<file path="config.mk">
export PLATFORM = sky130hd
export DESIGN_NAME = npc_seq
export DESIGN_NICKNAME = d
export VERILOG_FILES = /design/src/rtl/npc_pkg.sv /design/src/rtl/npc_inst_class.sv /design/src/rtl/npc_seq.sv
export SDC_FILE = /design/constraint.sdc
export NUM_CORES = 1
export LEC_CHECK = 0
export CORE_MARGIN = 2
export CORE_UTILIZATION = 50
export DETAILED_ROUTE_END_ITERATION = 10
export DONT_BUFFER_PORTS = 1
export GPL_TIMING_DRIVEN = 0
export PLACE_DENSITY = 0.71
export SLEW_MARGIN = 20
export SYNTH_ARGS = -nofsm -noshare
export SYNTH_HDL_FRONTEND = slang
export SYNTH_HIERARCHICAL = 1
export SYNTH_SLANG_ARGS = --single-unit
export TNS_END_PERCENT = 1
</file>
<file path="constraint.sdc">
create_clock -name clk -period 2.5 [get_ports clk]
set_input_delay 0.375 -clock clk [delete_from_list [all_inputs] [get_ports clk]]
set_output_delay 0.375 -clock clk [all_outputs]
set_load 0.005 [all_outputs]
</file>
<file path="src/rtl/npc_pkg.sv">
`default_nettype none
// ============================================================================
// Module      : npc_pkg
// Description : Shared opcode constants, state encoding and instruction class
//               record for the NPC RV32IM control sequencer.
// Revision    : 1.0 - initial release
// ============================================================================
package npc_pkg;

   // RV32 major opcodes (inst[6:0])
   localparam logic [6:0] OP_R      = 7'b0110011;
   localparam logic [6:0] OP_IMM    = 7'b0010011;
   localparam logic [6:0] OP_LOAD   = 7'b0000011;
   localparam logic [6:0] OP_STORE  = 7'b0100011;
   localparam logic [6:0] OP_BRANCH = 7'b1100011;
   localparam logic [6:0] OP_LUI    = 7'b0110111;
   localparam logic [6:0] OP_AUIPC  = 7'b0010111;
   localparam logic [6:0] OP_JAL    = 7'b1101111;
   localparam logic [6:0] OP_JALR   = 7'b1100111;
   localparam logic [6:0] OP_SYSTEM = 7'b1110011;

   // funct7 that selects the M extension inside OP_R
   localparam logic [6:0] FUNCT7_MULDIV = 7'b0000001;

   // Full EBREAK encoding
   localparam logic [31:0] INST_EBREAK = 32'h0010_0073;

   // Sequencer states; the encoding is visible on the debug state port
   typedef enum logic [2:0] {
      ST_FETCH  = 3'd0,
      ST_DECODE = 3'd1,
      ST_EXEC   = 3'd2,
      ST_MEM    = 3'd3,
      ST_MDU    = 3'd4,
      ST_WB     = 3'd5,
      ST_HALT   = 3'd6,
      ST_ERR    = 3'd7
   } state_t;

   // Classifier result for the latched instruction
   typedef struct packed {
      logic is_mem;
      logic is_store;
      logic is_mdu;
      logic is_ebreak;
      logic is_illegal;
      logic writes_rd;
   } inst_class_t;

endpackage
`default_nettype wire

</file>
<file path="src/rtl/npc_inst_class.sv">
`default_nettype none
// ============================================================================
// Module      : npc_inst_class
// Description : Purely combinational classifier. Maps the latched instruction
//               word onto the routing flags used by the sequencer FSM.
// Revision    : 1.0 - initial release
// ============================================================================
module npc_inst_class
   import npc_pkg::*;
(
   input  logic [31:0] i_inst,
   output inst_class_t o_class
);

   logic [6:0] w_opcode;
   logic [6:0] w_funct7;
   logic       w_rd_nz;

   assign w_opcode = i_inst[6:0];
   assign w_funct7 = i_inst[31:25];
   assign w_rd_nz  = |i_inst[11:7];

   // Decode opcode into legality, routing and register-write intent
   always_comb begin
      o_class            = '0;
      o_class.is_ebreak  = (i_inst == INST_EBREAK);
      o_class.is_illegal = 1'b0;
      case (w_opcode)
         OP_R: begin
            o_class.is_mdu    = (w_funct7 == FUNCT7_MULDIV);
            o_class.writes_rd = w_rd_nz;
         end
         OP_IMM, OP_LUI, OP_AUIPC, OP_JAL, OP_JALR: begin
            o_class.writes_rd = w_rd_nz;
         end
         OP_LOAD: begin
            o_class.is_mem    = 1'b1;
            o_class.writes_rd = w_rd_nz;
         end
         OP_STORE: begin
            o_class.is_mem   = 1'b1;
            o_class.is_store = 1'b1;
         end
         OP_BRANCH, OP_SYSTEM: begin
            // legal, but never writes the register file from the sequencer's view
         end
         default: begin
            o_class.is_illegal = 1'b1;
         end
      endcase
   end

endmodule
`default_nettype wire

</file>
<file path="src/rtl/npc_seq.sv">
`default_nettype none
// ============================================================================
// Module      : npc_seq
// Description : Multi-cycle control sequencer for the NPC RV32IM core.
//               Fetch -> decode -> execute -> (memory | mul/div wait) ->
//               single write-back cycle carrying the PC/regfile strobes.
// Revision    : 1.0 - initial release
// ============================================================================
module npc_seq
   import npc_pkg::*;
#(
   parameter int unsigned TIMEOUT       = 255,
   parameter logic [31:0] START_INSTRET = 32'd0
)(
   input  logic        clk,
   input  logic        global_rst,
   output logic        imem_req,
   input  logic        imem_ack,
   input  logic [31:0] imem_rdata,
   output logic [31:0] inst_q,
   output logic        dmem_req,
   output logic        dmem_we,
   input  logic        dmem_ack,
   output logic        mdu_start,
   input  logic        mdu_done,
   output logic        reg_we,
   output logic        pc_we,
   output logic        retire,
   output logic [31:0] instret,
   output logic        halted,
   output logic        error,
   output logic [2:0]  state
);

   localparam int unsigned          c_TMO_W   = $clog2(TIMEOUT + 1);
   localparam logic [c_TMO_W-1:0]   c_TMO_MAX = c_TMO_W'(TIMEOUT);

   state_t              r_state;
   state_t              w_next_state;
   logic [31:0]         r_inst;
   logic [31:0]         r_instret;
   logic [c_TMO_W-1:0]  r_tmo;
   logic [c_TMO_W-1:0]  w_tmo_inc;
   logic                w_tmo_expire;
   logic                w_waiting;
   inst_class_t         w_class;

   npc_inst_class u_class (
      .i_inst  (r_inst),
      .o_class (w_class)
   );

   assign w_tmo_inc    = r_tmo + c_TMO_W'(1);
   assign w_tmo_expire = (w_tmo_inc == c_TMO_MAX);

   // Next-state logic; an arriving handshake always beats the timeout limit
   always_comb begin
      w_next_state = r_state;
      w_waiting    = 1'b0;
      case (r_state)
         ST_FETCH: begin
            if (imem_ack) begin
               w_next_state = ST_DECODE;
            end else begin
               w_waiting = 1'b1;
               if (w_tmo_expire) w_next_state = ST_ERR;
            end
         end
         ST_DECODE: begin
            w_next_state = ST_EXEC;
         end
         ST_EXEC: begin
            if (w_class.is_mem)          w_next_state = ST_MEM;
            else if (w_class.is_mdu)     w_next_state = ST_MDU;
            else if (w_class.is_ebreak)  w_next_state = ST_HALT;
            else if (w_class.is_illegal) w_next_state = ST_ERR;
            else                         w_next_state = ST_WB;
         end
         ST_MEM: begin
            if (dmem_ack) begin
               w_next_state = ST_WB;
            end else begin
               w_waiting = 1'b1;
               if (w_tmo_expire) w_next_state = ST_ERR;
            end
         end
         ST_MDU: begin
            if (mdu_done) begin
               w_next_state = ST_WB;
            end else begin
               w_waiting = 1'b1;
               if (w_tmo_expire) w_next_state = ST_ERR;
            end
         end
         ST_WB: begin
            w_next_state = ST_FETCH;
         end
         default: begin
            // HALT and ERR are absorbing until reset
            w_next_state = r_state;
         end
      endcase
   end

   // State register
   always_ff @(posedge clk or posedge global_rst) begin
      if (global_rst) r_state <= ST_FETCH;
      else            r_state <= w_next_state;
   end

   // Wait-cycle counter: cleared on any state change, counts unanswered waits
   always_ff @(posedge clk or posedge global_rst) begin
      if (global_rst) begin
         r_tmo <= '0;
      end else if (w_next_state != r_state) begin
         r_tmo <= '0;
      end else if (w_waiting) begin
         r_tmo <= w_tmo_inc;
      end
   end

   // Instruction latch, loaded on the fetch handshake
   always_ff @(posedge clk or posedge global_rst) begin
      if (global_rst) begin
         r_inst <= 32'd0;
      end else if (r_state == ST_FETCH && imem_ack) begin
         r_inst <= imem_rdata;
      end
   end

   // Retired-instruction counter, bumped once per write-back
   always_ff @(posedge clk or posedge global_rst) begin
      if (global_rst) begin
         r_instret <= START_INSTRET;
      end else if (r_state == ST_WB) begin
         r_instret <= r_instret + 32'd1;
      end
   end

   // Moore output decode; the wait counter is still zero in the first MDU
   // cycle, which makes it a free first-cycle marker for the start pulse
   always_comb begin
      imem_req  = 1'b0;
      dmem_req  = 1'b0;
      dmem_we   = 1'b0;
      mdu_start = 1'b0;
      reg_we    = 1'b0;
      pc_we     = 1'b0;
      retire    = 1'b0;
      halted    = 1'b0;
      error     = 1'b0;
      if (!global_rst) begin
         case (r_state)
            ST_FETCH: imem_req = 1'b1;
            ST_MEM: begin
               dmem_req = 1'b1;
               dmem_we  = w_class.is_store;
            end
            ST_MDU:  mdu_start = (r_tmo == '0);
            ST_WB: begin
               pc_we  = 1'b1;
               retire = 1'b1;
               reg_we = w_class.writes_rd;
            end
            ST_HALT: halted = 1'b1;
            ST_ERR:  error  = 1'b1;
            default: begin
            end
         endcase
      end
   end

   assign inst_q  = r_inst;
   assign instret = r_instret;
   assign state   = r_state;

endmodule
`default_nettype wire

</file>
==> impl_metrics.json <==
{
  "rsz0062_at_grt": "no",
  "io_buffer_count": 0,
  "diodes": 0,
  "die_h_um": 89.53,
  "grt_overflow": 0,
  "clk_pin_slew_ps": 90,
  "tns_ps": 0,
  "fmax_mhz": 410.3,
  "drive_above_1_share_pct": 25.07,
  "initial_core_util_pct": 50.97,
  "dpl_cell_area_um2": 3825,
  "ys_seq_elements": 75,
  "status": "complete, no violations",
  "htreeDepth": 3,
  "cp_data_required_time_ps": 2120,
  "maxSlewHeadroom_pct": 51.61,
  "hold_path.class": "in -> reg",
  "cts_sinks": 75,
  "p_leak_nw": 1.828,
  "root_buffer": "clkbuf_8",
  "ys_seq_area_share_pct": 51.32,
  "synth_cells": 325,
  "final_cell_mix": "dfrtp_1 (72), mux2_2 (33), nor2_1 (29)",
  "setup.worst_path.end": "mdu_start",
  "antenna_left": 0,
  "place.gp.congestion": 0.8211,
  "r2r-start": "state[1]",
  "grt_pass1_wl_um": 12050,
  "final_common_cell": "dfrtp_1",
  "cts_buffers": 9,
  "vias_per_cell": 5.684,
  "syn_avg_cell_area_um2": 11.25,
  "finalHoldViolCount": 0,
  "cap_violations": 0,
  "worst_pin_slew_ps": 720.3,
  "grt_use_total_pct": 19.86,
  "design_area_um2": 4160,
  "total_power_mw": 3.960,
  "ff2ff_setup_slack_ps": 210,
  "ir_drop_uv": 573.6,
  "ys_warn_count": 6,
  "synth_top_flop_cell": "dfrtp_1",
  "cts_tree": "built",
  "powerDensity_nw_per_um2": 951.8,
  "die_x_um": 89.53,
  "cp_data_arrival_time_ps": 2060,
  "critPathLaunchType": "register",
  "async_reset_ff_share_pct": 100.0,
  "drc": 0,
  "via_count": 2558,
  "synth_cell_types": 51,
  "core_area_um2": 7176,
  "grt_pass1_vias": 2526,
  "synth_edf_count": 0,
  "path_class": "reg -> out",
  "routedWlPerCell_um": 17.38,
  "syn_to_final_growth_pct": 13.75,
  "rows": 31,
  "ff2ff_path_depth": 5,
  "final_nets": 387,
  "antenna_found_initial": 0,
  "mappedNetlistArea_um2": 3657,
  "clkLatencyLatePin_ps": 350,
  "netlist.area_leader.share_pct": 51.32,
  "critPathMaxFanout": 9,
  "utilization_pct": 57.98,
  "cts_buffer_depth": 2,
  "period_needed_ps": 2437,
  "synthTopCellsByArea": "dfrtp_1 (51%), mux2_2 (10%), xnor2_1 (6.0%), xor2_1 (3.1%), nor2_1 (3.0%)",
  "yosysTopAreaCell": "dfrtp_1",
  "drt-initial-drc-count": 129,
  "grt_max_degree": 36,
  "wl_um": 7822,
  "synth_fp_nets": 366,
  "critPathLaunch": "state[1]",
  "finalCritPeriodShare_pct": 97.49,
  "maxSlewViolCount": 0,
  "crit_path_end_kind": "output port",
  "drt_pass1_iterations": 4,
  "setup_violations": 0,
  "hpwl_um": 5713,
  "r2r-end": "instret[26]",
  "fin_worst_skew_ps": 12.40,
  "die_area_um2": 8015,
  "boundaryPins": 113
}
synth_stat cells (all sizes together), types with 2 or more instances:
| cell type | instances |
|---|---|
| nand3 | 13 |
| nand4 | 13 |
| a211oi | 2 |
| a21oi | 3 |
| xor2 | 13 |
| and3 | 6 |
| clkbuf | 4 |
| o21bai | 3 |
| nand2 | 23 |
| nor3 | 7 |
| mux2 | 33 |
| o21ai | 12 |
| nor4b | 3 |
| nor3b | 3 |
| dfrtp | 75 |
| nor2 | 29 |
| ha | 4 |
| and3b | 3 |
| buf | 5 |
| and4 | 3 |
| nor4 | 5 |
| nand4b | 2 |
| nand2b | 3 |
| xnor2 | 25 |
| and2 | 3 |
| inv | 11 |
| nand3b | 2 |
| nor2b | 2 |
power by group:
group / total (mW) / leakage, nW / internal, mW / switching, mW
Combinational: 0.946 / 0.740 / 0.497 / 0.449
Sequential: 1.96 / 0.973 / 1.53 / 0.432
Clock: 1.05 / 0.114 / 0.571 / 0.484
Total: 3.96 / 1.83 / 2.59 / 1.36
per-stage QoR:
step	cells	hold slack, ps	setup WS [ps]
2_1_floorplan	325	468.3	196.3
3_3_place_gp	424	489.0	-154.1
3_5_place_dp	426	255.6	-46.72
4_1_cts	449	160.1	-77.18
5_1_grt	450	153.6	2.278
6_report	450	171.2	62.85
worst min path at each step:
| stage | from | endpoint | slack (ps) | depth (start not counted) |
|---|---|---|---|---|
| 6_report | imem_rdata[27] | inst_q[27] | 170 | 1 |
| 5_1_grt | imem_rdata[4] | inst_q[4] | 150 | 1 |
| 4_1_cts | imem_rdata[27] | inst_q[27] | 160 | 1 |
| 3_5_place_dp | global_rst | state[0] | 260 | 1 |
| 3_3_place_gp | instret[31] | instret[31] | 490 | 1 |
| 2_1_floorplan | instret[31] | instret[31] | 470 | 1 |
cells by family after synthesis:
| family | after synthesis | share of synthesized area (%) |
|---|---|---|
| simple gates | 124 | 20.01 |
| flops | 75 | 51.32 |
| xor+xnor | 38 | 9.100 |
| mux | 34 | 10.43 |
| compound gates | 30 | 5.474 |
| buf+inv | 20 | 2.292 |
| fa+ha+maj | 4 | 1.369 |
cell type report:
cell class	instances	area (µm²)
buffer	8	40.04
clock buffer	9	123.9
clock inverter	7	100.1
fill	616	3015
inverter	11	45.04
multi-input combinational	230	1737
sequential	75	1881
tap	99	123.9
timing repair buffer	11	110.1
what timing repair did:
item,4_1_cts,5_1_grt
hold buffers,1,0
setup endpoints to repair,1,9
resized for setup,12,2
setup buffers,7,1
endpoints found under the hold margin,14,0
pin swaps,3,3
sequential cells by signal, summed over array words and instances (netlist names):
register / cells
state: 3
instret: 32
inst_q: 32
r_tmo: 8
metal layers:
metal	up-vias	part of all wire (%)	GRT usage, %
met5	-	0	0
met4	0	1.5	7.870
met3	9	8.1	7.110
met2	91	47	30.37
met1	1268	43	25.81
li1	1190	-	-
critical path: stages, from the launching register on:
cell	delay, ps
dfrtp_1	490
or2_2	330
clkbuf_1	180
or4_4	530
nor4_4	170
(Power assumes the default switching activity.)
==> RTL change: new RTL, config.mk and constraints unchanged <==
Register the output `error`, cleared by the reset; this adds one clock of latency there. The other outputs are not delayed to match.
--- a/src/rtl/npc_seq.sv
+++ b/src/rtl/npc_seq.sv
@@ -34,6 +34,8 @@
 
    localparam int unsigned          c_TMO_W   = $clog2(TIMEOUT + 1);
    localparam logic [c_TMO_W-1:0]   c_TMO_MAX = c_TMO_W'(TIMEOUT);
+
+   logic error_d;
 
    state_t              r_state;
    state_t              w_next_state;
@@ -148,7 +150,7 @@
       pc_we     = 1'b0;
       retire    = 1'b0;
       halted    = 1'b0;
-      error     = 1'b0;
+      error_d   = 1'b0;
       if (!global_rst) begin
          case (r_state)
             ST_FETCH: imem_req = 1'b1;
@@ -163,7 +165,7 @@
                reg_we = w_class.writes_rd;
             end
             ST_HALT: halted = 1'b1;
-            ST_ERR:  error  = 1'b1;
+            ST_ERR:  error_d = 1'b1;
             default: begin
             end
          endcase
@@ -174,6 +176,14 @@
    assign instret = r_instret;
    assign state   = r_state;
 
+   always_ff @(posedge clk or posedge global_rst) begin
+      if (global_rst) begin
+         error <= '0;
+      end else begin
+         error <= error_d;
+      end
+   end
+
 endmodule
 `default_nettype wire
 
Check against the original RTL: not equivalent (a bounded check fails within 4 cycles, from zero or initial values and one cycle with global_rst high).
==> RTL change against the unedited design <==
  * Routed wire length rose by 0.28%
  * Cell area shrank 0.87%
  * Area after synthesis grew 1.9%
  * Setup slack better by 0.15 ns
  * Clock power fell by 8%
  * Core utilization is 1.1 points lower
  * Sequential cell count increased by 1
  * Power fell by 1.2%
  * Sequential share of layout area up 0.91 points
  * Critical path type is now in -> out
==> RTL change: results <==
setup_path:
  worst_r2r_endpoint: "inst_q[12]"
  cp_slowest_stage_delay_ns: 0.57
  crit_start: "global_rst"
  cp_max_fo: 34
  worst-endpoint-arrival_ns: 1.91
  cp_slowest_cell: "dlygate4sd3_1"
placed_design:
  dp_slack_ns: 0.5546
  place_area_sq_mm: 0.003895
  dp_cells: 422
  place.gp.congestion: 0.7933
layout:
  drive_above_1_share: 0.2170
  nFillCells: 626
  final_cells: 440
  register_area_sq_mm: 0.001902
  clock_buffers: 10
  buf_share: 0.03732
  multi_input_gates: 220
  layout.nets: 377
  inv_count: 9
  final-clk-cell-share: 0.05067
  buffers_excl_clock: 20
  areaGrowthSynthToFinish_pct: 10.64
  seq_cell_count: 76
  multi_input_area_share: 0.4117
yosys:
  synth_cell_types: 52
  synth_commonest_cells: "dfrtp_1, mux2_2, xnor2_1, nand4_1, nor2_1"
  synth_fp_nets: 362
  synth_area_leaders: "dfrtp_1, mux2_2, xnor2_1"
  synthesis.instances: 321
  ys_seq_area_frac: 0.5102
power_and_ir_drop:
  p_leak_nw: 1.774
  ir_drop_uv: 624.2
  p_sw_mw: 1.358
clocking:
  clk_pin_slew_ns: 0.08
  post_cts_resize_count: 0
  postCtsHoldBufs: 2
  postCtsSetupRepairBufs: 0
global_routing:
  track_usage: 0.1990
  met1_usage: 0.2501
  grt_pass1_vias: 2623
  globalRouteMet2Util: 0.3170
  gr-usage-met3: 0.07179
  grt_pass1_wl_mm: 13.11
  grt_max_degree: 35
drt:
  dr_wl_met3_um: 697
  route.met2.wl_mm: 3.725
  drt-met1-wl_mm: 3.267
  drt-initial-drc-count: 143
  first_pass_iters: 5
  wl_mm: 7.844
timing:
  clock.fmax_mhz: 437.1
  clock_skew_ns: 0.01176
  timing.hold.ws_ns: 0.1026
  relSlewSlack: 0.5619
min_path:
  min_to: "error"
  hold_path.class: "in -> reg"
  hp-start: "global_rst"
  hold_depth: 1
outcome:
  outcome: "complete, no violations"
## RTL change: worst max-delay path: cells and delay by family
family / cells / cell delay (ns)
buffers and inverters: 4 / 1.09
and+or+nand+nor: 2 / 0.43
## RTL change: power groups by stage
| stage | clock (mW) | combinational (mW) | sequential, mW |
|---|---|---|---|
| 2_1_floorplan | 0 | 0.798 | 1.89 |
| 3_3_place_gp | 0 | 0.913 | 2.01 |
| 3_5_place_dp | 0 | 0.958 | 2.03 |
| 4_1_cts | 0.991 | 0.966 | 2.01 |
| 5_1_grt | 1.04 | 1.07 | 2.06 |
| 6_report | 0.961 | 0.958 | 1.99 |
## RTL change: kinds of logic (layout without fill, tap and decap cells)
group / count (synthesis) / in the layout / share of synthesized area
muxes: 35 / 35 / 0.1051
AOI/OAI and AO/OA: 32 / 32 / 0.06009
buffers and inverters: 25 / 45 / 0.03424
DFF: 76 / 76 / 0.5102
xor gates and xnor gates: 34 / 34 / 0.07989
and+or+nand+nor: 115 / 115 / 0.1970
adders and majority gates: 4 / 4 / 0.01343
